[src/rtl/change_dispenser_pkg.sv]
// Shared definitions for the change dispenser: coin value codes, strobe
// bit order and FSM state encodings. The coin input encoder uses the same codes.
package change_dispenser_pkg;

    // Each coin code is the binary coin value. Subtracting the code from an
    // amount therefore removes exactly that many NT$.
    localparam logic [3:0] COIN_1  = 4'b0001;
    localparam logic [3:0] COIN_2  = 4'b0010;
    localparam logic [3:0] COIN_5  = 4'b0101;
    localparam logic [3:0] COIN_10 = 4'b1010;

    // Strobe vector bit order: {ten, five, two, one}
    localparam int STB_ONE  = 0;
    localparam int STB_TWO  = 1;
    localparam int STB_FIVE = 2;
    localparam int STB_TEN  = 3;

    typedef enum logic [2:0] {
        ST_IDLE   = 3'd0,
        ST_SELECT = 3'd1,
        ST_EJECT  = 3'd2,
        ST_GAP    = 3'd3,
        ST_DONE   = 3'd4
    } state_e;

    // One-hot strobe vector for a coin code. Any code that is not a coin gives 0.
    function automatic logic [3:0] coin_strobe(input logic [3:0] code);
        logic [3:0] s;
        s = 4'b0000;
        case (code)
            COIN_1:  s[STB_ONE]  = 1'b1;
            COIN_2:  s[STB_TWO]  = 1'b1;
            COIN_5:  s[STB_FIVE] = 1'b1;
            COIN_10: s[STB_TEN]  = 1'b1;
            default: s = 4'b0000;
        endcase
        return s;
    endfunction

endpackage

[src/rtl/change_coin_select.sv]
// Greedy coin picker: returns the largest coin not exceeding the amount
// still owed (priority 10 > 5 > 2 > 1). Returns code 0000 when nothing is owed.
module change_coin_select
    import change_dispenser_pkg::*;
#(
    parameter int AMT_W = 8
) (
    input  logic [AMT_W-1:0] remaining,
    output logic [3:0]       code,
    output logic [3:0]       strobes
);

    // Priority compare against the coin values, largest coin first
    always_comb begin
        code = 4'b0000;
        if (remaining >= AMT_W'(10))
            code = COIN_10;
        else if (remaining >= AMT_W'(5))
            code = COIN_5;
        else if (remaining >= AMT_W'(2))
            code = COIN_2;
        else if (remaining >= AMT_W'(1))
            code = COIN_1;
        strobes = coin_strobe(code);
    end

endmodule

[src/rtl/change_dispenser.sv]
// Coin-return sequencer. Takes a change amount and ejects it greedily, one
// coin per handshake with the coin ejector.
// Handshake: coin_valid rises with a stable coin_code/strobes and stays up,
// unchanged, until a rising edge where coin_ready is high. That edge transfers
// the coin. coin_valid never drops without a transfer except on abort or reset.
module change_dispenser
    import change_dispenser_pkg::*;
#(
    parameter int AMT_W   = 8,
    parameter int GAP_CYC = 2,
    parameter int CNT_W   = 5
) (
    input  logic             clk,
    input  logic             rst,
    input  logic             start,
    input  logic [AMT_W-1:0] amount,
    input  logic             abort,
    input  logic             coin_ready,
    output logic             coin_valid,
    output logic [3:0]       coin_code,
    output logic             one,
    output logic             two,
    output logic             five,
    output logic             ten,
    output logic             busy,
    output logic             done,
    output logic [AMT_W-1:0] remaining,
    output logic [CNT_W-1:0] coins_out,
    output logic [2:0]       dbg_state
);

    localparam int GAP_W = (GAP_CYC > 1) ? $clog2(GAP_CYC) : 1;
    localparam logic [GAP_W-1:0] GAP_LAST = GAP_W'((GAP_CYC > 0) ? GAP_CYC - 1 : 0);

    state_e            state, state_nxt;
    logic [GAP_W-1:0]  gap_cnt;
    logic [3:0]        strobes;
    logic [3:0]        sel_code;
    logic [3:0]        sel_strobes;
    logic              accept;

    assign accept = (state == ST_EJECT) && coin_ready;

    change_coin_select #(.AMT_W(AMT_W)) u_select (
        .remaining (remaining),
        .code      (sel_code),
        .strobes   (sel_strobes)
    );

    // State register
    always_ff @(posedge clk) begin
        if (rst)
            state <= ST_IDLE;
        else
            state <= state_nxt;
    end

    // Next-state logic. Abort returns any busy state to IDLE. In EJECT an
    // abort on the same edge as coin_ready still lets the coin count.
    always_comb begin
        state_nxt = state;
        case (state)
            ST_IDLE:   if (start) state_nxt = ST_SELECT;
            ST_SELECT: begin
                if (abort)                state_nxt = ST_IDLE;
                else if (remaining == '0) state_nxt = ST_DONE;
                else                      state_nxt = ST_EJECT;
            end
            ST_EJECT: begin
                if (abort)              state_nxt = ST_IDLE;
                else if (coin_ready)    state_nxt = (GAP_CYC > 0) ? ST_GAP : ST_SELECT;
            end
            ST_GAP: begin
                if (abort)                   state_nxt = ST_IDLE;
                else if (gap_cnt == GAP_LAST) state_nxt = ST_SELECT;
            end
            ST_DONE:   state_nxt = ST_IDLE;
            default:   state_nxt = ST_IDLE;
        endcase
    end

    // Datapath: amount latch, coin presentation, counters and the gap timer
    always_ff @(posedge clk) begin
        if (rst) begin
            remaining  <= '0;
            coins_out  <= '0;
            coin_valid <= 1'b0;
            coin_code  <= 4'b0000;
            strobes    <= 4'b0000;
            gap_cnt    <= '0;
        end else begin
            gap_cnt <= (state == ST_GAP) ? gap_cnt + GAP_W'(1) : '0;
            if (state == ST_IDLE && start) begin
                remaining <= amount;
                coins_out <= '0;
            end
            if (state == ST_SELECT && !abort && remaining != '0) begin
                coin_valid <= 1'b1;
                coin_code  <= sel_code;
                strobes    <= sel_strobes;
            end
            if (accept) begin
                remaining  <= remaining - AMT_W'(coin_code);
                if (coins_out != '1)
                    coins_out <= coins_out + CNT_W'(1);
                coin_valid <= 1'b0;
                coin_code  <= 4'b0000;
                strobes    <= 4'b0000;
            end
            if (abort && state != ST_IDLE) begin
                remaining  <= '0;
                coin_valid <= 1'b0;
                coin_code  <= 4'b0000;
                strobes    <= 4'b0000;
            end
        end
    end

    assign one       = strobes[STB_ONE];
    assign two       = strobes[STB_TWO];
    assign five      = strobes[STB_FIVE];
    assign ten       = strobes[STB_TEN];
    assign busy      = (state != ST_IDLE);
    assign done      = (state == ST_DONE);
    assign dbg_state = state;

endmodule
[config.mk]
export PLATFORM = sky130hd
export DESIGN_NAME = change_dispenser
export DESIGN_NICKNAME = d
export VERILOG_FILES = /design/src/rtl/change_dispenser_pkg.sv /design/src/rtl/change_coin_select.sv /design/src/rtl/change_dispenser.sv
export SDC_FILE = /design/constraint.sdc
export NUM_CORES = 1
export LEC_CHECK = 0
export CAP_MARGIN = 20
export CORE_ASPECT_RATIO = 2
export CORE_MARGIN = 5
export CORE_UTILIZATION = 35
export DETAILED_ROUTE_END_ITERATION = 12
export SLEW_MARGIN = 5
export SYNTH_ARGS = -nofsm -noshare
export SYNTH_HDL_FRONTEND = slang
export SYNTH_SLANG_ARGS = --single-unit
[constraint.sdc]
create_clock -name clk -period 2 [get_ports clk]
set_input_delay 0.4 -clock clk [delete_from_list [all_inputs] [get_ports clk]]
set_output_delay 0.4 -clock clk [all_outputs]
set_load 0.01 [all_outputs]
# [Word-level counts from Yosys, hierarchy flattened]
# Index checks and enable logic that the tools add are counted.
[totals] wordCells=63 memories=0 register_bits=26 input_bits=13 latch_bits=0 mem_bits_rw=0 romBits=0
[op_classes] magnitude_cmp=4 shifts=0 multipliers=0 muxes=21 n_reduce_logical=15 n_eq_ne=12 n_addsub=3 div_mod_pow=0 bitwise_logic=1
[op_table] op="$mux 3" count=7
[op_table] op="$mux 8" count=2
[op_table] op="$mux 5" count=3
[op_table] op="$mux 4" count=3
[op_table] op="$pmux 3 s4" count=1
[op_table] op="$ge 8x1->1 const B" count=1
[op_table] op="$ge 8x2->1 const B" count=1
[op_table] op="$ge 8x3->1 const B" count=1
[op_table] op="$ge 8x4->1 const B" count=1
[op_table] op="$logic_not 8->1" count=1
[op_table] op="$reduce_bool 8->1" count=1
[op_table] op="$sub 8x4->8" count=1
[op_table] op="$eq 3x2->1 const B" count=2
[op_table] op="$ne 3x3->1 const B" count=2
[op_table] op="$add 5x1->5 const B" count=1
[op_table] op="$logic_and 1x1->1" count=5
[op_table] op="$mux 1" count=5
[op_table] op="$ne 5x5->1 const B" count=1
[op_table] op="$eq 4x1->1 const B" count=1
[op_table] op="$eq 4x2->1 const B" count=1
[op_table] op="$eq 4x3->1 const B" count=1
[op_table] op="$eq 4x4->1 const B" count=1
[op_table] op="$reduce_or 2->1" count=2
[op_table] op="$eq 3x1->1 const B" count=1
[op_table] op="10 further kinds" count=10

# [Logic depth before layout (Yosys ltp)]
# Gate-level depths: netlist (run 1).
[logic_depth] ltp_word=7 mapped_depth=9 mapped_depth_nobuf=9

# [Hierarchy]
# From an unflattened synthesis (run 1), not the netlist that was laid out.
[hier_totals] cells_unflattened=182 hier_area_um2=1480.2
[by_module_without_submodules] module="change_dispenser" cells_per_inst=162 area_per_inst_um2=1367.6 seq_area_each_um2=520.5 instances=1
[by_module_without_submodules] module="change_coin_select" cells_per_inst=20 area_per_inst_um2=112.6 seq_area_each_um2=0.0 instances=1

# [Worst setup path before layout (run 1)]
# No wires, ideal clock.
[synth_path] kind="flip-flop to flip-flop" start="register strobes[2] (netlist name)" end="register remaining[7]" slack_ns=0.205 setup_ns=0.122 n_path_buf=0 stages_incl_launch_ff=8 required_ns=1.878 arrival_ns=1.674 path_cell_list="dfxtp_1 inv_1 ha_1 or2_2 o221a_2 nor4_1 a2bb2oi_1 a21oi_1"
[synth_rtl] element="end signal, assigned" line="change_dispenser.sv:94" source="remaining <= amount;"
[synth_rtl] element="end signal, assigned" line="change_dispenser.sv:103" source="remaining <= remaining - AMT_W'(coin_code);"
[synth_rtl] element="end, declared" line="change_dispenser.sv:27" source="output logic [AMT_W-1:0] remaining,"

# [Final worst setup path (run 1)]
[layout_path] start="register state[1], in the netlist dbg_state[1]" end="output busy"
[layout_between] elab_chain_len=1
[layout_lines] element="start, declared" line="change_dispenser.sv:35" source="state_e state, state_nxt;"
[layout_lines] element="start signal, assigned" line="change_dispenser.sv:55" source="state <= state_nxt;"
[layout_lines] element="$reduce_bool 3->1" line="change_dispenser.sv:123" source="assign busy = (state != ST_IDLE);"
[layout_lines] element="end, declared" line="change_dispenser.sv:25" source="output logic busy,"
# Every way passes these cells.

==> results.txt, run 1 <==
The power after layout came out at 1.69 mW. Across the run, the number of max-cap violations was 0. The static leakage came out at 0.836 nW. The category of the most critical setup path is reg2out. The global-route wire length before repair came out at 6880 microns.

The fraction of registers with async set/reset came out at 0%. The number of synthesized flops with an enable pin came out at 0. Setup violations remaining at the end of the flow were counted as 0.

The register bit count reported by yosys is 25. CTS built an H-tree with a depth of 1. The routed layout has 1520 vias. The floorplan row count is 33. The worst endpoint data arrival time came out at 1460 ps. The filler cell count in the final layout is 389.

Global routing used 15.4% of the available tracks across all layers. The layout cell share with drive strength beyond 1 came out at between 10% and 20%. The prevailing post-synth register cell is dfxtp_1. The area inside the core boundary is 4090 sq um.

The share of the core filled with cells in the final layout came out at 51.9%. The number of global-route vias before repair came to 1513. The fmax is 0.537 GHz. The flow ran to the end, and the final reports show no timing, DRC or antenna violations. TritonCTS built the clock tree. The routed design could run at a clock period as short as 1860 ps.

The clock slew seen by the registers of the worst setup and hold paths came out at 80 ps. The global placement routability congestion is roughly 0.82. Clock tree synthesis inserted a total of 3 buffers. The remaining global-route overflow is 0. The worst setup timing slack at the placement stage is 16.5 ps. The number of failing hold endpoints at the final stage is 0. The number of antenna violations at the first check in global routing was 0. The x dimension of the die is 55.8 microns. The worst clock skew on the final layout came out at 1.55 ps.

The DRC violation count after routing came out at 0. The vertical die dimension is ~100 microns. The number of input and output port buffers inserted is 39. No sink is reached through more buffers than the 2 on the longest clock path.

The minimum setup slack in the final design is 138 ps. The worst setup path is launched from a register. The mean number of vias per cell is ~5.2. The average wire per cell in the routed design is about 15 microns. The buffers inserted during post-CTS setup optimization is 0. Setup repair after global routing left no endpoint under its margin. The min-delay analysis places its worst path in the category reg2reg. The worst setup path is captured at a primary output. The setup TNS after final layout is 0 ps. The synthesized netlist occupies a cell area of 1470 sq um. The share of the cycle needed by the critical path after routing is 93.1%. The data required time of the worst path came out at 1600 ps. The number of placed instances, taps included, is 288.

The maximum number of pins on one net before global-route repair is 14. The post-synthesis instance total came out at approximately 180. After synthesis, the mean cell area works out to slightly above 8 sq um. The repair_antennas step left the layout with diodes totalling 0. The number of unique standard cell types used by synthesis came out at 51. The worst voltage drop across the vdd grid is 0.430 mV.

The measured slew at the worst slew-check pin is 483 ps. The warning count from the yosys run came out at 0. For this configuration, the core starts out at a cell density of between 30% and 40%. 40 I/O pins were placed. The top fanout value on the critical path came out at 6.

The number of max-slew violations in the final report is 0. The first detailed-routing pass ran for 4 iterations. The worst pin sits at a relative slew slack of 67.5%. The die footprint came out at between 5000 and 6000 sq um. The DRC marker count from the first detailed-route iteration came out at 23. The clock sink count is 25.

The area overhead of the layout relative to synthesis came out at 44.1%. The clock latency at the later pin of the worst-skew pair is 270 ps. The sequential-to-total area share from yosys stat is around a third. The power per standard cell area came out at 798 nW/um^2.

The total detailed-routing wirelength is 4250 microns. The total number of nets in the final design is 261. The detailed-placement wirelength estimate is about 3500 microns. The master cell of the clock root buffer is clkbuf_8. The residual antenna-violating net count after detailed routing is 0. The post-synthesis net count is 203.

The count of non-filler cells in the finished layout is 292.
cells in the mapped netlist (2+ instances only):
| cell | n | area (sq um) |
|---|---|---|
| a211oi_1 | 3 | 22.5 |
| a21o_1 | 3 | 22.5 |
| a21oi_1 | 16 | 80.1 |
| a22oi_1 | 2 | 15.0 |
| a31oi_1 | 2 | 12.5 |
| buf_2 | 2 | 10.0 |
| buf_4 | 2 | 15.0 |
| buf_6 | 2 | 22.5 |
| clkbuf_1 | 4 | 15.0 |
| dfxtp_1 | 25 | 500 |
| ha_1 | 6 | 75.1 |
| inv_1 | 7 | 26.3 |
| mux2i_1 | 2 | 20.0 |
| nand2_1 | 12 | 45.0 |
| nand2b_1 | 4 | 25.0 |
| nand3_1 | 7 | 35.0 |
| nor2_1 | 33 | 124 |
| nor2b_1 | 2 | 12.5 |
| nor3_1 | 4 | 20.0 |
| nor4_1 | 2 | 12.5 |
| o211ai_1 | 2 | 15.0 |
| o21a_1 | 2 | 15.0 |
| o21ai_0 | 7 | 35.0 |
| o22ai_1 | 3 | 18.8 |
| or3_1 | 2 | 12.5 |
| xnor2_1 | 2 | 17.5 |
report_power, final:
| group | internal, mW | switching (mW) | leakage [nW] | total [mW] |
|---|---|---|---|---|
| Sequential | 0.546 | 0.0636 | 0.204 | 0.609 |
| Combinational | 0.399 | 0.385 | 0.610 | 0.784 |
| Clock | 0.142 | 0.157 | 0.0228 | 0.300 |
| Total | 1.09 | 0.606 | 0.836 | 1.69 |
worst max-delay path, stage by stage, from the launching register on:
cell and delay, ps:
dfxtp_1 430, nor3_2 80, inv_1 130, clkdlybuf4s50_1 560
sequential cells by signal, indices dropped and copies added, names as in the netlist:
register	cells
coin_code	3
gap_cnt	1
coins_out	5
dbg_state	3
coin_valid	1
remaining	8
strobes	4
what timing repair did:
action,in CTS,in global routing
resized for setup,0,6
hold buffers,0,0
endpoints found under the setup margin,0,5
metal layers:
| layer | up-vias | part of all wire, % | GRT usage [%] |
|---|---|---|---|
| li1 | 770 | - | - |
| met1 | 717 | 37 | 14.3 |
| met2 | 25 | 59 | 32.4 |
| met3 | 8 | 2.0 | 1.66 |
| met4 | 0 | 2.0 | 6.76 |
| met5 | - | 0 | 0 |
cells in the final DEF (no fill, tap or decap), types with 3 or more instances in the layout:
| cell | Yosys | final |
|---|---|---|
| ha_1 | 6 | 6 |
| o21ai_0 | 7 | 7 |
| nor3_1 | 4 | 3 |
| nand3_1 | 7 | 7 |
| o22ai_1 | 3 | 3 |
| inv_1 | 7 | 7 |
| nand2b_1 | 4 | 4 |
| clkbuf_8 | 0 | 3 |
| clkdlybuf4s50_1 | 0 | 38 |
| nand2_1 | 12 | 12 |
| a21o_1 | 3 | 3 |
| buf_4 | 2 | 23 |
| a211oi_1 | 3 | 3 |
| nor2_1 | 33 | 33 |
| dfxtp_1 | 25 | 23 |
| a21oi_1 | 16 | 16 |
kinds of logic after synthesis:
kind of cell    after synthesis  share of synthesized area [%]
compound gates               51                           22.7
xor+xnor                      2                           1.19
fa+ha+maj                     7                           6.46
buf+inv                      17                           6.04
flops                        25                           34.0
mux                           3                           2.13
simple gates                 78                           27.5
per-stage QoR:
step,hold WS [ps],instance area [sq um]
detailed placement,462,2060
finish,475,2120
floorplan,504,1470
CTS,482,2100
global placement,449,2060
global route,498,2120
final timing paths:
path	start	cells past startpoint	slack [ps]	endpoint
worst min-delay path	strobes[0]	1	470	strobes[0]
worst max-delay path	dbg_state[1]	3	140	busy
worst max register to register	remaining[0]	9	180	remaining[6]
worst min register to register	strobes[0]	1	470	strobes[0]
final cells by class:
class	count	area (sq um)	share of cell area (%)
multi-input cells	141	896	42.2
repair buffers	63	586	27.6
flip-flops and latches	25	503	23.7
well taps	52	65.1	3.07
clock buffers	4	45.0	2.12
inverters	7	26.3	1.24
Power figures use the tool's default switching activity.
==> run 2: changes to the inputs <==
--- a/config.mk
+++ b/config.mk
@@ -11,4 +11,5 @@
 export CORE_UTILIZATION = 35
 export DETAILED_ROUTE_END_ITERATION = 12
+export SKIP_LAST_GASP = 1
 export SLEW_MARGIN = 5
 export SYNTH_ARGS = -nofsm -noshare
==> constraint.sdc (replaced) <==
create_clock -name clk -period 1.84 [get_ports clk]
set_input_delay 0.368 -clock clk [delete_from_list [all_inputs] [get_ports clk]]
set_output_delay 0.368 -clock clk [all_outputs]
set_load 0.02 [all_outputs]
==> results.txt, run 2 (synthesized netlist as in run 1, its figures left out) <==
The number of input and output port buffers inserted is 39. The total setup violations reported at the end of the flow is 0. Across all setup checks in the final design, the least slack found is between 40 and 50 ps. The internal portion of the total power is 1.22 mW. The global-route usage over all layers is 16.4%.

The number of antenna violations at the first check in global routing is 0. Per report_power, the combinational group accounts for between 40% and 50% of the total. In the final layout, the share of cells above drive strength 1 is between 20 and 25%. The run finished with clean final reports. STA classifies the critical path endpoint as a primary output. IR analysis of the VDD net gives a maximum drop of 0.649 mV. The share of the cycle needed by the critical path after routing came out at a little over nine tenths. Using the TritonRoute via totals, the vias-per-cell ratio works out to 5.13. The relative max-transition margin is 76.9%.

The clock sink count is 25. Counting instances, the worst hold path has a depth of 1. Static timing analysis puts the maximum clock frequency at 0.556 GHz.

The area inside the core boundary is between 4000 and 5000 sq um. In this run the most critical hold path is launched from strobes[0]. The maximum number of pins on one net before global-route repair is 17. The worst endpoint data arrival time came out at 1430 ps. For the pin with the worst max-slew slack, the measured transition is 344 ps.

The shortest period the worst path allows is 1800 ps. The kind of launch point of the worst setup path is a register. Measured along the y axis, the die boundary spans 102 microns. The count of hold buffers inserted by post-cts repair is 0. The number of failing hold endpoints at the final stage came out at 0.

The area taken by flip-flops and latches came out at between 500 and 600 sq um. For this run, the number of standard cells in the final layout without fillers is 303. The antenna diode count is 0.

The clock share of power is 18.0%. The setup slack of the worst register-to-register path came out at 80 ps. TritonCTS built the clock tree. The maximum level of the CTS H-tree came out at 1. The register with the most flip-flops in the layout has 8 of them.

The endpoint identified for the worst register-to-register timing path is remaining[6]. The reported net switching power is ~0.76 mW. The power per standard cell area came out at 886 nW/um^2. The remaining global-route overflow came out at 0.

The path with the worst hold slack has its endpoint at strobes[0]. In the layout the commonest cells are 36 x clkdlybuf4s50_1, 34 x buf_4, 33 x nor2_1. The logic depth of the worst register-to-register path came out at 8. The clock latency at the later pin of the worst-skew pair is 280 ps. The worst clock skew on the final layout came out at 8.05 ps. The static leakage came out at 0.911 nW. The die footprint is 5680 sq um.

The routed layout has ~1600 vias. The number of global-route vias before repair is roughly 1500. The number of buffers added by the clock tree synthesis step is 3. The buffer and inverter count on the worst path came out at 1. The detail route stage leaves a number of antenna-violating nets equal to 0.

The tightest min-delay check is of the reg2reg type. The setup TNS after final layout came out at 0 ps. The critical path is of the reg2out type.

The multi-input logic area came out at a little over 900 sq um. Clock-pin slew was measured on the worst setup and hold paths at 100 ps. Ranked by flip-flop count, first place goes to remaining.

The number of buffers between clock root and the deepest sink came out at 2. Among cell families on the critical path, the largest total delay comes from buffers and inverters. The number of max-slew violations in the final report is 0. The DRC violation count after routing is 0. The top fanout value on the critical path is 6. The largest stage delay on the critical path came out at 660 ps. For this design, the slowest cell found on the critical path is clkdlybuf4s50_1. Relative to the synthesized area, the layout overhead comes to 52.6%. At the end of the flow, the number of nets in the layout was 272. The most common library cell in the layout ignoring fill and taps is clkdlybuf4s50_1. The first global-routing pass estimated 7310 microns of wire. The data required time of the worst path is 1470 ps. In this run the critical register-to-register path is launched from remaining[0]. The total detailed-routing wirelength came out at about 4500 microns. The cell total after placement is 296.

At the placement stage, the worst setup path has a slack of -123 ps. The number of max-cap violations came out at 0. Per report_power, the sequential group accounts for between 30% and 40% of the total.

The tree is rooted in a clkbuf_8. The floorplan row count is 33. The initial core utilization came out at 36.0%. The average wire per cell in the routed design came out at around 15 microns. Walking the worst path, the cells encountered are clkdlybuf4s50_1. The minimum hold slack is 476 ps. The first TritonRoute pass finished after 4 iterations. From left edge to right edge, the die measures 55.8 microns. Counting the fill cells in the layout gives 400. The detailed router finished its first iteration with 37 violations. After legalization and detailed placement, the total HPWL measured between 3000 and 4000 microns. The largest registers in the layout are remaining (8), coins_out (5), strobes (4). The number of primary I/O pins is 40. The share of total power consumed by net switching came out at between 30% and 40%.

The global placement routability congestion came out at 0.819.
run 2: layout make-up:
class	instances	share of cell area [%]
inverter	7	1.17
tap	52	2.90
clock buffer	3	1.84
clock inverter	1	0.390
multi-input combinational	141	41.0
timing repair buffer	74	29.8
sequential	25	22.9
run 2: worst max-delay path by stage:
stage                       from  slack [ps]  depth (start not counted)            to
detailed placement         abort        -120                          6    strobes[2]
CTS                 dbg_state[0]        -130                          3          busy
global route        remaining[0]          -9                          8  remaining[6]
finish              remaining[6]          40                          1  remaining[6]
global placement           abort        -130                          6    strobes[2]
floorplan             strobes[2]          50                          7  remaining[7]
run 2: metrics by stage:
step	util (%)	power, mW	cell area (sq um)
after global placement	52.0	1.59	2130
final	54.9	1.99	2240
after floorplan	-	1.20	1480
after detailed placement	52.0	1.59	2130
after global routing	54.9	2.13	2240
after CTS	53.6	1.97	2190
run 2: repair_timing:
item	in CTS	in global routing
setup endpoints to repair	6	9
cloned	0	0
buffers inserted	0	3
gates resized for setup	5	11
pin swaps	1	7
run 2: power by group through the flow:
stage / combinational (mW) / clock (mW) / sequential [mW]
global placement: 0.920 / 0 / 0.672
finish: 0.964 / 0.358 / 0.666
global route: 1.06 / 0.396 / 0.674
floorplan: 0.480 / 0 / 0.723
CTS: 0.946 / 0.364 / 0.662
detailed placement: 0.922 / 0 / 0.672
run 2: routing by layer:
layer,part of all wire [%],global-route usage (%),vias up
li1,-,-,790
met1,36,15.8,732
met2,60,34.1,26
met3,2.8,2.04,6
met4,1.6,5.85,0
met5,0,0,-
